--- src/rtl/singlecycle_pkg.sv ---
// Shared types for the RV32I core: register index width, LSU access
// encodings and the LSU transaction state machine.
package singlecycle_pkg;

  localparam int REGIDX_WIDTH = 5;

  typedef enum logic [2:0] {
    LSU_B  = 3'b000,
    LSU_H  = 3'b001,
    LSU_W  = 3'b010,
    LSU_BU = 3'b100,
    LSU_HU = 3'b101
  } lsu_op_e;

  typedef enum logic [1:0] {
    IDLE = 2'd0,
    REQ  = 2'd1,
    WAIT = 2'd2,
    DONE = 2'd3
  } lsu_state_e;

endpackage

--- src/rtl/lsu_align.sv ---
// Combinational data-path helpers for memory accesses: legality/alignment
// check, store lane replication and byte enables, load extraction/extension.
module lsu_align
  import singlecycle_pkg::*;
(
  input  logic        i_we,
  input  logic [2:0]  i_funct3,
  input  logic [1:0]  i_off,
  input  logic [31:0] i_wsrc,
  output logic        o_legal,
  output logic [31:0] o_wdata,
  output logic [3:0]  o_wstrb,
  input  logic [2:0]  i_ld_funct3,
  input  logic [1:0]  i_ld_off,
  input  logic [31:0] i_rdata,
  output logic [31:0] o_ld_data
);

  function automatic logic signed [31:0] ext_byte(input logic [7:0] b, input logic sgn);
    return sgn ? {{24{b[7]}}, b} : {24'd0, b};
  endfunction

  function automatic logic signed [31:0] ext_half(input logic [15:0] h, input logic sgn);
    return sgn ? {{16{h[15]}}, h} : {16'd0, h};
  endfunction

  lsu_op_e     st_op;
  lsu_op_e     ld_op;
  logic [31:0] shifted;

  always_comb begin
    st_op   = lsu_op_e'(i_funct3);
    o_legal = 1'b0;
    o_wdata = i_wsrc;
    o_wstrb = 4'b0000;
    case (st_op)
      LSU_B: begin
        o_legal = 1'b1;
        o_wdata = {4{i_wsrc[7:0]}};
        o_wstrb = 4'b0001 << i_off;
      end
      LSU_H: begin
        o_legal = ~i_off[0];
        o_wdata = {2{i_wsrc[15:0]}};
        o_wstrb = 4'b0011 << i_off;
      end
      LSU_W: begin
        o_legal = (i_off == 2'b00);
        o_wstrb = 4'b1111;
      end
      LSU_BU:  o_legal = ~i_we;
      LSU_HU:  o_legal = ~i_we & ~i_off[0];
      default: o_legal = 1'b0;
    endcase
    // Reads never drive byte enables.
    if (!i_we) o_wstrb = 4'b0000;
  end

  always_comb begin
    ld_op     = lsu_op_e'(i_ld_funct3);
    shifted   = i_rdata >> {i_ld_off, 3'b000};
    o_ld_data = shifted;
    case (ld_op)
      LSU_B:   o_ld_data = ext_byte(shifted[7:0], 1'b1);
      LSU_H:   o_ld_data = ext_half(shifted[15:0], 1'b1);
      LSU_BU:  o_ld_data = ext_byte(shifted[7:0], 1'b0);
      LSU_HU:  o_ld_data = ext_half(shifted[15:0], 1'b0);
      default: o_ld_data = shifted;
    endcase
  end

endmodule

--- src/rtl/lsu.sv ---
// RV32I load/store unit: one outstanding valid/ready memory transaction at a
// time, stalling the core until the access completes.
module lsu #(
  parameter int REGIDX_WIDTH = singlecycle_pkg::REGIDX_WIDTH
) (
  input  logic                    i_clk,
  input  logic                    i_rst,
  input  logic                    i_req,
  input  logic                    i_we,
  input  logic [2:0]              i_funct3,
  input  logic [31:0]             i_rs1_data,
  input  logic [31:0]             i_imm,
  input  logic [31:0]             i_rs2_data,
  input  logic [REGIDX_WIDTH-1:0] i_rd_addr,
  output logic                    o_stall,
  output logic                    o_misalign,
  output logic                    o_mem_valid,
  input  logic                    i_mem_ready,
  output logic                    o_mem_we,
  output logic [31:0]             o_mem_addr,
  output logic [31:0]             o_mem_wdata,
  output logic [3:0]              o_mem_wstrb,
  input  logic                    i_mem_rvalid,
  input  logic [31:0]             i_mem_rdata,
  output logic                    o_rd_wen,
  output logic [REGIDX_WIDTH-1:0] o_rd_addr,
  output logic [31:0]             o_rd_data
);
  import singlecycle_pkg::*;

  lsu_state_e state_q, state_d;

  logic signed [31:0]      ea_p0;
  logic                    legal_p0;
  logic [31:0]             wdata_p0;
  logic [3:0]              wstrb_p0;
  logic [31:0]             ld_data_p0;

  logic                    mem_valid_p1;
  logic                    mem_we_p1;
  logic [31:0]             mem_addr_p1;
  logic [31:0]             mem_wdata_p1;
  logic [3:0]              mem_wstrb_p1;
  logic [2:0]              ld_op_p1;
  logic [1:0]              ld_off_p1;
  logic [REGIDX_WIDTH-1:0] rd_addr_p1;
  logic                    rd_wen_p1;
  logic [31:0]             rd_data_p1;

  assign ea_p0 = $signed(i_rs1_data) + $signed(i_imm);

  lsu_align u_align (
    .i_we        (i_we),
    .i_funct3    (i_funct3),
    .i_off       (ea_p0[1:0]),
    .i_wsrc      (i_rs2_data),
    .o_legal     (legal_p0),
    .o_wdata     (wdata_p0),
    .o_wstrb     (wstrb_p0),
    .i_ld_funct3 (ld_op_p1),
    .i_ld_off    (ld_off_p1),
    .i_rdata     (i_mem_rdata),
    .o_ld_data   (ld_data_p0)
  );

  always_ff @(posedge i_clk or posedge i_rst) begin
    if (i_rst) state_q <= IDLE;
    else       state_q <= state_d;
  end

  always_comb begin
    state_d    = state_q;
    o_stall    = 1'b0;
    o_misalign = 1'b0;
    case (state_q)
      IDLE: begin
        if (i_req) begin
          if (legal_p0) begin
            o_stall = 1'b1;
            state_d = REQ;
          end else begin
            o_misalign = 1'b1;
          end
        end
      end
      REQ: begin
        o_stall = 1'b1;
        if (i_mem_ready) state_d = mem_we_p1 ? DONE : WAIT;
      end
      WAIT: begin
        o_stall = 1'b1;
        if (i_mem_rvalid) state_d = DONE;
      end
      default: state_d = IDLE;
    endcase
  end

  // stage p1: request fields latched at issue, load result captured in WAIT
  always_ff @(posedge i_clk or posedge i_rst) begin
    if (i_rst) begin
      mem_valid_p1 <= 1'b0;
      mem_we_p1    <= 1'b0;
      mem_addr_p1  <= '0;
      mem_wdata_p1 <= '0;
      mem_wstrb_p1 <= '0;
      ld_op_p1     <= '0;
      ld_off_p1    <= '0;
      rd_addr_p1   <= '0;
      rd_wen_p1    <= 1'b0;
      rd_data_p1   <= '0;
    end else begin
      rd_wen_p1 <= 1'b0;
      case (state_q)
        IDLE: begin
          if (i_req && legal_p0) begin
            mem_valid_p1 <= 1'b1;
            mem_we_p1    <= i_we;
            mem_addr_p1  <= {ea_p0[31:2], 2'b00};
            mem_wdata_p1 <= wdata_p0;
            mem_wstrb_p1 <= wstrb_p0;
            ld_op_p1     <= i_funct3;
            ld_off_p1    <= ea_p0[1:0];
            rd_addr_p1   <= i_rd_addr;
          end
        end
        REQ: begin
          if (i_mem_ready) mem_valid_p1 <= 1'b0;
        end
        WAIT: begin
          if (i_mem_rvalid) begin
            rd_data_p1 <= ld_data_p0;
            rd_wen_p1  <= (rd_addr_p1 != '0);
          end
        end
        default: ;
      endcase
    end
  end

  assign o_mem_valid = mem_valid_p1;
  assign o_mem_we    = mem_we_p1;
  assign o_mem_addr  = mem_addr_p1;
  assign o_mem_wdata = mem_wdata_p1;
  assign o_mem_wstrb = mem_wstrb_p1;
  assign o_rd_wen    = rd_wen_p1;
  assign o_rd_addr   = rd_addr_p1;
  assign o_rd_data   = rd_data_p1;

endmodule

--- config.mk ---
export PLATFORM = sky130hd
export DESIGN_NAME = lsu
export DESIGN_NICKNAME = d
export VERILOG_FILES = /design/src/rtl/singlecycle_pkg.sv /design/src/rtl/lsu_align.sv /design/src/rtl/lsu.sv
export SDC_FILE = /design/constraint.sdc
export NUM_CORES = 1
export LEC_CHECK = 0
export ABC_AREA = 1
export CAP_MARGIN = 10
export CORE_UTILIZATION = 40
export DETAILED_ROUTE_END_ITERATION = 10
export GPL_TIMING_DRIVEN = 1
export PLACE_DENSITY = 0.73
export SLEW_MARGIN = 10
export SYNTH_ARGS = -nofsm -noshare
export SYNTH_HDL_FRONTEND = slang
export SYNTH_HIERARCHICAL = 1
export SYNTH_SLANG_ARGS = --single-unit
--- constraint.sdc ---
create_clock -name i_clk -period 3.82 [get_ports i_clk]
set_input_delay 0.764 -clock i_clk [delete_from_list [all_inputs] [get_ports i_clk]]
set_output_delay 0.764 -clock i_clk [all_outputs]
set_load 0.02 [all_outputs]
==> results of run 1 <==
-- cells in the mapped netlist (3+ instances only) --
master | n | area share
o211ai_1 | 3 | 0.0028
nand2_2 | 5 | 0.0039
o21ai_0 | 36 | 0.023
nand3b_1 | 3 | 0.0028
nand3_2 | 4 | 0.0050
nand3_1 | 83 | 0.052
nor2_1 | 55 | 0.026
nor2_2 | 4 | 0.0032
nand4_1 | 3 | 0.0024
ha_1 | 35 | 0.055
nand2_1 | 621 | 0.29
inv_2 | 3 | 0.0014
inv_1 | 137 | 0.065
buf_2 | 12 | 0.0076
buf_4 | 12 | 0.011
a21oi_1 | 50 | 0.032
buf_6 | 6 | 0.0085
and2_1 | 3 | 0.0024
clkbuf_1 | 19 | 0.0090
o21ai_1 | 5 | 0.0032
xnor2_1 | 14 | 0.015
dfrtp_1 | 113 | 0.36
-- layer usage --
| layer | track usage | vias up |
|---|---|---|
| met5 | 0 | - |
| met4 | 0.09055 | 0 |
| met3 | 0.04695 | 40 |
| met2 | 0.4087 | 272 |
| met1 | 0.2856 | 3800 |
| li1 | - | 4300 |
-- registers in the layout, summed over array words and instances (netlist names) --
name	cells
state_q	2
o_rd_data	32
ld_off_p1	2
o_mem_valid	1
o_mem_addr	30
o_mem_wstrb	4
ld_op_p1	3
o_rd_addr	5
o_mem_wdata	32
o_mem_we	1
o_rd_wen	1
-- metrics by stage --
step	total power [mW]	utilization	hold slack, ns	cells
6_report	7.454	0.5753	0.4649	1756
5_1_grt	7.976	0.5753	0.4874	1756
4_1_cts	7.503	0.5750	0.4704	1756
3_5_place_dp	5.877	0.5451	0.4570	1725
3_3_place_gp	5.825	0.5451	0.4529	1725
2_1_floorplan	4.277	-	0.4642	1244
-- cell families (layout without fill, tap and decap cells) --
kind of cell    Yosys count  after routing  synth area share
compound gates          102            102           0.06885
xor+xnor                 15             15           0.01654
fa+ha+maj                36             36           0.05767
buf+inv                 190            437            0.1034
flops                   113            113            0.3561
other cells               1              2         0.0004722
simple gates            786            786            0.3970
-- timing repair --
item                       4_1_cts  5_1_grt
pin swaps                        0        0
gates resized for setup          6        3
setup endpoints to repair        2        2
-- cell usage in the layout (no fill, tap or decap), drive strengths merged, types with 14 or more instances in the layout --
cell and n:
buf 17, a21oi 51, dfrtp 113, o21ai 41
ha 35, inv 141, nand3 88, nor2 59
xnor2 14, clkbuf 20, clkdlybuf4s50 247, nand2 626
-- worst max path at each step --
stage | end | slack (ns)
3_5_place_dp | o_stall | -0.43
6_report | o_stall | 0.20
4_1_cts | o_stall | 0.06
3_3_place_gp | o_stall | -0.40
5_1_grt | o_stall | 0.04
2_1_floorplan | ld_off_p1[0]$_DFFE_PP0P_ | 0.07
-- critical path: stages --
cell	delay (ns)
clkdlybuf4s50_1	0.46
ha_1	0.19
fa_2	0.48
inv_1	0.10
nand2_1	0.07
o21ai_2	0.15
inv_1	0.10
nor3_4	0.21
inv_2	0.05
a21oi_1	0.12
buf_4	0.16
-- area by class of cell --
type,count,area [um^2],area share
clock buffers,20,446.7,0.03989
multi-input cells,941,4309,0.3848
repair buffers,265,2609,0.2330
clock inverters,11,138.9,0.01240
flip-flops and latches,113,2828,0.2525
inverters,141,534.3,0.04771
well taps,265,331.6,0.02961
-- where the power goes --
| group | switching, mW | internal [mW] |
|---|---|---|
| logic | 2.11 | 1.62 |
| clock network | 0.569 | 1.03 |
| registers | 0.369 | 1.75 |
| total | 3.05 | 4.40 |
==> qor.yml, run 1 <==
run_status:
  outcome: "finished, final reports clean"
placement:
  place.gp.congestion: 0.8958
  dpl_worst_slack_ns: -0.4290
  place_hpwl_mm: 18.07
  placedInstanceArea_um2: 10610
  numPortBuffers: 249
hold_path:
  hold_path_class: "reg2reg"
  min_from: "o_mem_wstrb[1]$_DFFE_PP0P_"
  hold_path_depth: 2
  min_to: "o_mem_wstrb[1]$_DFFE_PP0P_"
sta:
  finalCritPeriodShare: 0.9478
  maxSlewViolCount: 0
  finalSetupViolCount: 0
  final.setup.tns_ns: 0
  tightest_slew_ns: 1.063
  rsz0062_at_grt: "false"
  finClkSkew_ns: 0.01184
  hold_viol: 0
  worst_slack_ns: 0.1996
  min_period_ns: 3.620
  slew_headroom: 0.2886
  fmax_ghz: 0.2762
clocking:
  tritoncts: "built"
  clock_sinks: 113
  cts_buffers: 17
  clk_path_buf_depth: 2
  cts.clk_slew.worst_paths_ns: 0.05
  insertion_delay_ns: 0.41
  cts_root_buffer: "clkbuf_16"
  cts_max_level: 4
  cts_setup_buffers: 0
  hold_buffers: 0
pwr:
  p_leak_nw: 5.971
  ir_drop_mv: 0.3366
  p_per_area_nw_per_um2: 665.7
setup_path:
  reg2reg_depth: 7
  end_kind: "primary output"
  arrival_ns: 2.86
  crit_path_max_fanout: 2
  rr_endpoint: "o_rd_data[17]$_DFFE_PP0P_"
  timing.rr.start: "ld_off_p1[0]$_DFFE_PP0P_"
  reg2reg_slack_ns: 1.65
  start_kind: "primary input"
  critPathKind: "in2out"
  cp.required_ns: 3.06
  startpoint: "i_rs1_data[0]"
detailed_routing:
  drt_wl_total_mm: 23.82
  dr_wl_met2_mm: 11.65
  wl_per_cell_um: 13.56
  wl_met1_mm: 10.20
  route.top_layer_used: "met4"
  drc_errors: 0
  routed-via-count: 8412
  firstDrtPassIters: 5
  viasPerCell: 4.790
  met3_length_mm: 1.364
  drt_iter0_drc: 520
  detail-route-antenna-nets: 0
yosys:
  seq_area_frac_synth: 0.3561
  netlist_area_um2: 7941
  synth_cell_type_count: 37
  syn_avg_cell_area_um2: 6.389
  yosysWarnings: 6
  synth_seq_cells: 113
  async_flop_share: 1.000
  syn_inst: 1243
  synth_edf_count: 0
  synth-main-ff-cell: "dfrtp_1"
job:
  maxCapViolCount: 0
final_layout:
  areaGrowthSynthToFinish_pct: 41.00
  drive_above_1_share: 0.04762
  nets: 1657
  n_antenna_cell: 0
  fillCellCount: 1870
  fin_area_um2: 11200
global_route:
  gr-total-overflow: 0
  grt_usage: 0.2355
  grt_pass1_vias: 7752
  grt_max_degree: 90
  grt_pass1_wl_mm: 37.78
  antenna_found_initial: 0
floorplanning:
  die_w_um: 142.9
  initial_utilization: 0.4080
  dieArea_um2: 20420
  die_h_um: 142.9
  io_pins: 252
  core-area_um2: 19460
  num_rows: 51
(Power assumes the default switching activity.)
==> run 2: changes to the inputs <==
Settings changed: ABC_AREA 1 to 0, PLACE_DENSITY 0.73 to 0.75.
==> run 2 against run 1 <==
Clock power rose by 7%; largest power group unchanged; clock skew fell by 0.0032 ns; synthesized cell count fell by 34%; highest routed layer unchanged; total power rose by 4.5%; worst setup slack improved by 0.0086 ns; critical path depth fell by 2; die area fell by 7.8%.
==> qor.yml, run 2 <==
run_status:
  outcome: "finished, final reports clean"  # unchanged
setup_path:
  reg2reg_depth: 5  # was 7
  reg2reg_slack_ns: 1.66  # was 1.65 ns
  critPathKind: "in2out"  # unchanged
  timing.rr.start: "ld_off_p1[0]$_DFFE_PP0P_"  # unchanged
  startpoint: "i_rs1_data[0]"  # unchanged
  cp.required_ns: 3.06  # about the same
  start_kind: "primary input"  # unchanged
  crit_path_max_fanout: 2  # unchanged
  end_kind: "primary output"  # unchanged
  rr_endpoint: "o_rd_data[27]$_DFFE_PP0P_"  # was o_rd_data[17]$_DFFE_PP0P_
  crit_end: "o_stall"  # unchanged
  arrival_ns: 2.85  # was 2.86 ns
floorplanning:
  initial_utilization: 0.4073  # was 0.4080
  num_rows: 49  # was 51
  core-area_um2: 17960  # was 19460 um^2
  die_w_um: 137.3  # was 142.9 um
  die_h_um: 137.3  # was 142.9 um
  io_pins: 252  # unchanged
  dieArea_um2: 18840  # was 20420 um^2
yosys:
  yosysWarnings: 6  # unchanged
  async_flop_share: 1.000  # unchanged
  syn_inst: 821  # was 1243
  yosysMostFrequentCell: "nand2_1"  # unchanged
  synth.area.top_cells: "dfrtp_1 (39%), nand2_1 (10%), mux2_2 (7.7%)"  # was dfrtp_1 (36%), nand2_1 (29%), inv_1 (6.5%)
  synth_top_area_share: 0.3865  # was 0.3561
  synth_top_area_cell: "dfrtp_1"  # unchanged
  synth_seq_cells: 113  # unchanged
  synth_cell_type_count: 62  # was 37
  seq_area_frac_synth: 0.3865  # was 0.3561
  synthTopCellsByCount: "nand2_1 (204), dfrtp_1 (113), a21oi_1 (68), mux2_2 (50), o21ai_0 (44)"  # was nand2_1 (621), inv_1 (137), dfrtp_1 (113), nand3_1 (83), nor2_1 (55)
  synth_edf_count: 0  # unchanged
  netlist_area_um2: 7317  # was 7941 um^2
  synth-main-ff-cell: "dfrtp_1"  # unchanged
  syn_avg_cell_area_um2: 8.912  # was 6.389 um^2
clocking:
  tritoncts: "built"  # unchanged
  hold_buffers: 0  # unchanged
  insertion_delay_ns: 0.41  # about the same
  cts_root_buffer: "clkbuf_16"  # unchanged
  cts_buffers: 17  # unchanged
  cts_max_level: 4  # unchanged
  clk_path_buf_depth: 2  # unchanged
  cts.clk_slew.worst_paths_ns: 0.05  # about the same
  cts_setup_buffers: 0  # unchanged
  clock_sinks: 113  # unchanged
sta:
  finalCritPeriodShare: 0.9455  # was 0.9478
  rsz0062_at_grt: "false"  # unchanged
  final.setup.tns_ns: 0  # unchanged
  tightest_slew_ns: 0.7458  # was 1.063 ns
  finClkSkew_ns: 0.008601  # was 0.01184 ns
  finalSetupViolCount: 0  # unchanged
  fmax_ghz: 0.2769  # was 0.2762 GHz
  slew_headroom: 0.5028  # was 0.2886
  maxSlewViolCount: 0  # unchanged
  hold_viol: 0  # unchanged
  min_period_ns: 3.612  # was 3.620 ns
pwr:
  finalPower_mw: 7.792  # was 7.454 mW
  ir_drop_mv: 0.4845  # was 0.3366 mV
  p_leak_nw: 4.754  # was 5.971 nW
  p_per_area_nw_per_um2: 731.2  # was 665.7 nW/um^2
global_route:
  grt_usage: 0.2279  # was 0.2355
  grt_pass1_wl_mm: 32.84  # was 37.78 mm
  grt_pass1_vias: 6516  # was 7752
  gr-total-overflow: 0  # unchanged
  antenna_found_initial: 1  # was 0
  grt_max_degree: 57  # was 90
detailed_routing:
  viasPerCell: 5.188  # was 4.790
  drt_iter0_drc: 377  # was 520
  detail-route-antenna-nets: 0  # unchanged
  drt_wl_total_mm: 21.04  # was 23.82 mm
  wl_per_cell_um: 16.20  # was 13.56 um
  firstDrtPassIters: 5  # unchanged
  drc_errors: 0  # unchanged
  routed-via-count: 6739  # was 8412
hold_path:
  hold_path_class: "reg2reg"  # unchanged
final_layout:
  fin_area_um2: 10660  # was 11200 um^2
  areaGrowthSynthToFinish_pct: 45.64  # was 41.00%
  nets: 1234  # was 1657
  final_cell_mix: "clkdlybuf4s50_1 (247), nand2_1 (204), dfrtp_1 (113), a21oi_1 (68), mux2_2 (50)"  # was nand2_1 (621), clkdlybuf4s50_1 (247), inv_1 (136), dfrtp_1 (113), nand3_1 (83)
  fillCellCount: 1590  # was 1870
  final_common_cell: "clkdlybuf4s50_1"  # was nand2_1
  drive_above_1_share: 0.1282  # was 0.04762
placement:
  numPortBuffers: 249  # unchanged
  placedInstanceArea_um2: 10010  # was 10610 um^2
  place_hpwl_mm: 15.80  # was 18.07 mm
  place.gp.congestion: 0.8649  # was 0.8958
job:
  maxCapViolCount: 0  # unchanged
==> run 2: changes by cell type after synthesis, sizes merged, moves of 10 or more <==
cell,delta
mux2,+51
nand2,-422
mux2i,+23
o22ai,+10
inv,-130
a21oi,+18
nand3,-82
nor2,-26
a21o,+23
nor2b,+10
==> run 2: how the worst min path moves through the flow <==
stage	from	endpoint	slack [ns]	depth (start not counted)
floorplan	ld_off_p1[1]$_DFFE_PP0P_	ld_off_p1[1]$_DFFE_PP0P_	0.47	2
global placement	o_mem_wdata[15]$_DFFE_PP0P_	o_mem_wdata[15]$_DFFE_PP0P_	0.46	2
detailed placement	o_mem_wdata[15]$_DFFE_PP0P_	o_mem_wdata[15]$_DFFE_PP0P_	0.46	2
CTS	o_mem_wdata[15]$_DFFE_PP0P_	o_mem_wdata[15]$_DFFE_PP0P_	0.48	2
global route	o_mem_wdata[24]$_DFFE_PP0P_	o_mem_wdata[24]$_DFFE_PP0P_	0.49	2
finish	o_mem_wdata[8]$_DFFE_PP0P_	o_mem_wdata[8]$_DFFE_PP0P_	0.47	2
==> run 2: stage by stage <==
step / setup WS (ns) / util / hold WS, ns / std cells
2_1_floorplan: 0.06864 / - / 0.4688 / 822
3_3_place_gp: -0.2757 / 0.5574 / 0.4575 / 1266
3_5_place_dp: -0.2492 / 0.5574 / 0.4619 / 1266
4_1_cts: 0.01337 / 0.5933 / 0.4757 / 1298
5_1_grt: 0.06373 / 0.5931 / 0.4883 / 1298
6_report: 0.2081 / 0.5932 / 0.4723 / 1299
==> run 2: layout make-up <==
| class | count | area (um^2) | area share |
|---|---|---|---|
| multi-input combinational | 644 | 4199 | 0.3940 |
| sequential | 113 | 2828 | 0.2654 |
| timing repair buffer | 269 | 2649 | 0.2486 |
| clock buffer | 20 | 466.7 | 0.04379 |
| tap | 229 | 286.5 | 0.02689 |
| clock inverter | 12 | 181.4 | 0.01702 |
| inverter | 11 | 43.79 | 0.004109 |
| antenna | 1 | 2.502 | 0.0002348 |
==> run 2: critical path, stage by stage <==
cell,delay (ns)
clkdlybuf4s50_1,0.40
ha_1,0.22
fa_1,0.49
o41ai_2,0.26
buf_4,0.18
and3_2,0.17
nor2_1,0.04
nor2_1,0.13
clkbuf_2,0.19
==> run 2: power by group <==
part           internal, mW  switching [mW]
Sequential             1.77           0.373
Combinational          1.88            2.05
Clock                  1.14           0.573
==> run 2: routing by layer <==
layer / up-vias / routed length, um / track usage
li1: 3334 / - / -
met1: 3136 / 8993 / 0.2848
met2: 237 / 10080 / 0.3749
met3: 32 / 1499 / 0.05629
met4: 0 / 472 / 0.09463
met5: - / 0 / 0
==> run 2: what timing repair did <==
| item | CTS | global route |
|---|---|---|
| resized for setup | 2 | 2 |
| setup endpoints to repair | 2 | 1 |
| hold endpoints to repair | 0 | 0 |
==> run 2: kinds of logic (layout without fill, tap and decap cells) <==
group                      after synthesis  after routing  share of synthesized area
AOI/OAI and AO/OA                      207            207                     0.1917
xor gates and xnor gates                24             24                    0.02873
adders and majority gates               36             36                    0.06259
buffers and inverters                   65            312                    0.04343
DFF                                    113            113                     0.3865
muxes                                   74             74                     0.1105
other                                    1              3                  0.0005125
and+or+nand+nor                        301            301                     0.1761
==> patch 1 (flow settings as in run 2) <==
Re-encode `lsu_state_e` (4 states) as one-hot, 4 bits wide.
--- a/src/rtl/singlecycle_pkg.sv
+++ b/src/rtl/singlecycle_pkg.sv
@@ -12,11 +12,11 @@
     LSU_HU = 3'b101
   } lsu_op_e;
 
-  typedef enum logic [1:0] {
-    IDLE = 2'd0,
-    REQ  = 2'd1,
-    WAIT = 2'd2,
-    DONE = 2'd3
+  typedef enum logic [3:0] {
+    IDLE = 4'b0001,
+    REQ  = 4'b0010,
+    WAIT = 4'b0100,
+    DONE = 4'b1000
   } lsu_state_e;
 
 endpackage
Check against the original RTL: same outputs for any inputs over 4 cycles, from zero or initial values and one cycle with i_rst high; so few cycles prove little.
==> patch 1 against run 2 <==
  * Routed wire length increased by 5.2%
  * Total power decreased by 25%
  * Worst setup slack got worse by 0.0095 ns
  * Global-route usage increased by 1.0 points
  * Register-to-register slack got worse by 0.46 ns
  * Largest cell class unchanged
  * Sequential cell count increased by 2
  * Die area increased by 1.1%
  * Critical path type unchanged
  * Cell area increased by 0.83%
  * Clock skew decreased by 0.0012 ns
  * First-iteration DRC count decreased by 19%
  * Area after synthesis increased by 1.2%
  * Final cell count increased by 0.54%
  * Non-clock buffer count decreased by 1
==> patch 1: results (changes against run 2) <==
- GRT Util Overall: 0.238 (+0.0102)
- Worst hold margin: 0.469 ns (-0.00343 ns)
- ANT cells: 0 (-1)
- Hold endpoint: o_mem_wdata[2]$_DFFE_PP0P_
- Internal power: 3.75 mW (-22%)
- Post-synthesis compound-gate area fraction: 0.173 (-0.0184)
- Sequential-to-total area share from yosys stat: 0.389 (+0.00249)
- Critical Path Max Stage Delay: 0.52 ns (+0.03 ns)
- Hold path depth: 2 (unchanged)
- Top_reg_cell synth: dfrtp_1
- Worst-margin pin slew: 1.09 ns (+0.347 ns)
- R2R Path Start: ld_off_p1[1]$_DFFE_PP0P_
- Post-synthesis mux area share: 0.112 (+0.00160)
- Drt pass-1 iters: 4 (-1)
- Antenna violations before repair: 0 (-1)
- Skew final: 0.00741 ns (-0.00119 ns)
- FF-to-FF End: o_rd_data[30]$_DFFE_PP0P_
- Pleak: 4.73 nW (-0.42%)
- Placer Congestion: 0.878 (+1.5%)
- Fill count: 1579 (-0.69%)
- Hpwl dp: 16600 um (+5.1%)
- Hold Crit Start: o_mem_wdata[2]$_DFFE_PP0P_
- # H-tree levels: 4 (unchanged)
- Worst R2R Path Depth: 4 (-1)
- Area after DPL: 0.0101 mm2 (+0.96%)
- Syn Area/Cell: 8.89 um2 (-0.29%)
- Layout cells sized above 1: 0.133 (+0.00462)
- Synth Area in XOR/XNOR: 0.0331 (+0.00440)
- Routed Wire Length: 22100 um (+5.2%)
- Largest cells by area after synthesis: dfrtp_1 39%, nand2_1 10%, mux2_2 7.8%
- Netlist cell types: 73 (+18%)
- Status: complete, no violations
- Vias: 6955 (+3.2%)
- Layout net count: 1238 (+0.32%)
- Reg2reg setup slack: 1.20 ns (-0.46 ns)
- Worst setup endpoint: o_misalign
- Wirelength per Cell: 16.9 um (+4.6%)
- P_seq: 1.77 mW (-17%)
- Global-route wire length before repair: 36400 um (+11%)
- Initial drt markers: 307 (-19%)
- Crit path max-delay family: buffers and inverters
- Synth warn: 6 (unchanged)
- CTS root buf: clkbuf_16
- VDD IR max: 0.331 mV (-32%)
- Placed insts: 1274 (+0.63%)
- Commonest cells in the netlist: 207 x nand2_1, 114 x dfrtp_1, 64 x a21oi_1, 51 x mux2_2, 37 x nor2_1
- Critical Path AT: 2.86 ns (about the same)
- Clock power frac: 0.292 (+0.072)
- Post-CTS setup buffer count: 0 (unchanged)
- Adder-cell share of the synthesized area: 0.0551 (-0.00748)
- Clk_lat worst skew: 0.42 ns
- Largest net degree at the start of global routing: 60 (+5.3%)
## patch 1: through the flow
stage                     setup slack, ns  TNS [ns]  power, mW   util
after floorplan                    0.0136         0       3.12      -
after global routing               0.0424         0       6.18  0.596
after detailed placement           -0.252    -0.310       4.17  0.561
final                               0.199         0       5.88  0.596
after CTS                         0.00776         0       5.92  0.596
after global placement             -0.282    -0.358       4.13  0.561
## patch 1: final cells by class
type	count	area share
multi-input cells	651	0.393
flip-flops and latches	115	0.268
repair buffers	268	0.248
clock buffers	18	0.0409
well taps	229	0.0267
clock inverters	14	0.0190
inverters	11	0.00408
## patch 1: timing repair
item | 4_1_cts | 5_1_grt
setup endpoints to repair | 2 | 1
resized for setup | 2 | 2
hold buffers | 0 | 0
endpoints found under the hold margin | 0 | 0
## patch 1: per-layer routing
metal	share of wire	vias up	GRT usage	routed length, um
met5	0	-	0	0
met4	0.026	0	0.0879	582
met3	0.065	36	0.0655	1440
met2	0.48	253	0.385	10600
met1	0.43	3297	0.303	9560
li1	-	3369	-	-
==> patch 2 (settings of run 2) <==
Made on the original files. Set the package constant `REGIDX_WIDTH` to 4 (it was 5).
--- a/src/rtl/singlecycle_pkg.sv
+++ b/src/rtl/singlecycle_pkg.sv
@@ -2,7 +2,7 @@
 // encodings and the LSU transaction state machine.
 package singlecycle_pkg;
 
-  localparam int REGIDX_WIDTH = 5;
+  localparam int REGIDX_WIDTH = 4;
 
   typedef enum logic [2:0] {
     LSU_B  = 3'b000,
Ports: changed (resized i_rd_addr and o_rd_addr); port bits go from 252 to 250. No check against the original RTL was run, so the function may have changed too.
==> patch 2 against run 2 <==
  * Sequential cell count decreased by 1
  * Cell area decreased by 3.3%
  * Total power decreased by 9.6%
  * Final cell count decreased by 1.4%
  * Utilization decreased by 2.0 points
  * Synthesized cell count increased by 0.24%
  * Via count decreased by 0.45%
  * Non-clock buffer count decreased by 9
  * Area after synthesis increased by 0.14%
  * Worst setup slack improved by 0.034 ns
  * First-iteration DRC count decreased by 14%
  * Routed wire length decreased by 0.99%
  * Clock skew decreased by 0.00053 ns
  * Hold slack improved by 0.0030 ns
  * Critical path type unchanged
  * Largest power group unchanged
==> patch 2: results (changes against run 2) <==
- Status: complete, no violations
- Number of global-route vias before repair: 6301 (-3.3%)
- Critical Path Max Stage Delay: 0.51 ns (+0.02 ns)
- Vias: 6709 (-0.45%)
- Post-CTS setup buffer count: 0 (unchanged)
- Routed Wire Length: 20800 um (-0.99%)
- Largest fanout on the critical path: 4 (+2)
- VDD IR max: 0.429 mV (-11%)
- Area after DPL: 0.00999 mm2 (-0.25%)
- Combinational power share: 0.559 (+0.054)
- Drt pass-1 iters: 4 (-1)
- Global-route wire length before repair: 31800 um (-3.2%)
- Relative slew slack: 0.229 (-0.274)
- CTS root buf: clkbuf_16
- CTS buffer count: 9 (-8)
- GRT Util Overall: 0.217 (-0.0113)
- Critical Path AT: 2.81 ns (-0.04 ns)
- Cell count after synthesis: 823 (+0.24%)
- ANT cells: 0 (-1)
- Commonest cells in the netlist: 207 x nand2_1, 112 x dfrtp_1, 69 x a21oi_1, 51 x mux2_2, 40 x nor2_1
- Fill count: 1625 (+2.2%)
- Initial drt markers: 326 (-14%)
- Pre-CTS WS: -0.0192 ns (+0.230 ns)
- Largest cells by area after synthesis: dfrtp_1 38%, nand2_1 11%, mux2_2 7.8%
- M2 GR Usage: 0.351 (-0.0236)
- Pleak: 4.48 nW (-5.7%)
- PortBufs: 247 (-0.80%)
- WL met3: 1240 um (-17%)
- Clock slew at reported path FFs: 0.08 ns (+0.03 ns)
- Sequential-to-total area share from yosys stat: 0.383 (-0.00394)
- Internal power: 4.13 mW (-14%)
- Hpwl dp: 15800 um (-0.20%)
- Antenna violations before repair: 0 (-1)
- # H-tree levels: 3 (-1)
- Layout net count: 1224 (-0.81%)
- Met3 GRT Util: 0.0338 (-0.0224)
- Met2 WL: 9660 um (-4.1%)
- Skew final: 0.00807 ns (-0.000535 ns)
- Netlist cell types: 63 (+1.6%)
- Clock-net power: 0.976 mW (-43%)
- Setup-failing EPs final: 0 (unchanged)
- Ys async rst share: 1.00 (unchanged)
- Largest net degree at the start of global routing: 53 (-7.0%)
- GR Util met1: 0.286 (+0.000803)
- Layout cells sized above 1: 0.119 (-0.00934)
- Clk_lat worst skew: 0.36 ns (-0.05 ns)
- Placer Congestion: 0.846 (-2.2%)
- Non-Filler Instances: 1281 (-1.4%)
- Net switching power figure: 2.92 mW (-2.6%)
- Met1 Wirelength: 9300 um (+3.4%)
[patch 2: changes by cell type after synthesis, sizes merged, moves of 4 or more]
| cell | change |
|---|---|
| a211oi | +5 |
| a21o | -16 |
| a21oi | +4 |
| clkbuf | -7 |
| nand4 | +4 |
| nor2 | +7 |
| o211ai | -4 |
| o21ai | +9 |
| xor2 | +4 |
[patch 2: final timing paths]
kind,startpoint,to,slack (ns),depth (start not counted)
worst max register to register,ld_off_p1[1]$_DFFE_PP0P_,o_rd_data[27]$_DFFE_PP0P_,1.19,4
min in group asynchronous,i_rst,o_rd_data[24]$_DFFE_PP0P_,0.84,2
worst min-delay path,o_mem_wdata[4]$_DFFE_PP0P_,o_mem_wdata[4]$_DFFE_PP0P_,0.48,2
max in group asynchronous,i_rst,o_mem_wdata[8]$_DFFE_PP0P_,2.28,3
worst max-delay path,i_rs1_data[0],o_stall,0.24,9
worst min register to register,o_mem_wdata[4]$_DFFE_PP0P_,o_mem_wdata[4]$_DFFE_PP0P_,0.48,2
[patch 2: cells by family (layout without fill, tap and decap cells)]
group                      after synthesis  count (layout)  synth area share
buffers and inverters                   56             284            0.0384
muxes                                   77              77             0.115
AOI/OAI and AO/OA                      196             196             0.179
DFF                                    112             112             0.383
adders and majority gates               36              36            0.0625
and+or+nand+nor                        314             314             0.185
xor gates and xnor gates                31              31            0.0371
other                                    1               2          0.000512
[patch 2: layout make-up]
cell class                      count  area (um2)  share of cell area
Timing Repair Buffer              260        2610               0.253
Tap cell                          229         287              0.0278
Multi-Input combinational cell    656        4270               0.414
Sequential cell                   112        2800               0.272
Clock buffer                       12         256              0.0249
Inverter                            8        32.5             0.00316
Clock inverter                      4        47.5             0.00462
[patch 2: what timing repair did]
action,CTS,global route
gates cloned,0,0
endpoints found under the hold margin,0,0
setup endpoints to repair,1,1
resized for setup,1,1
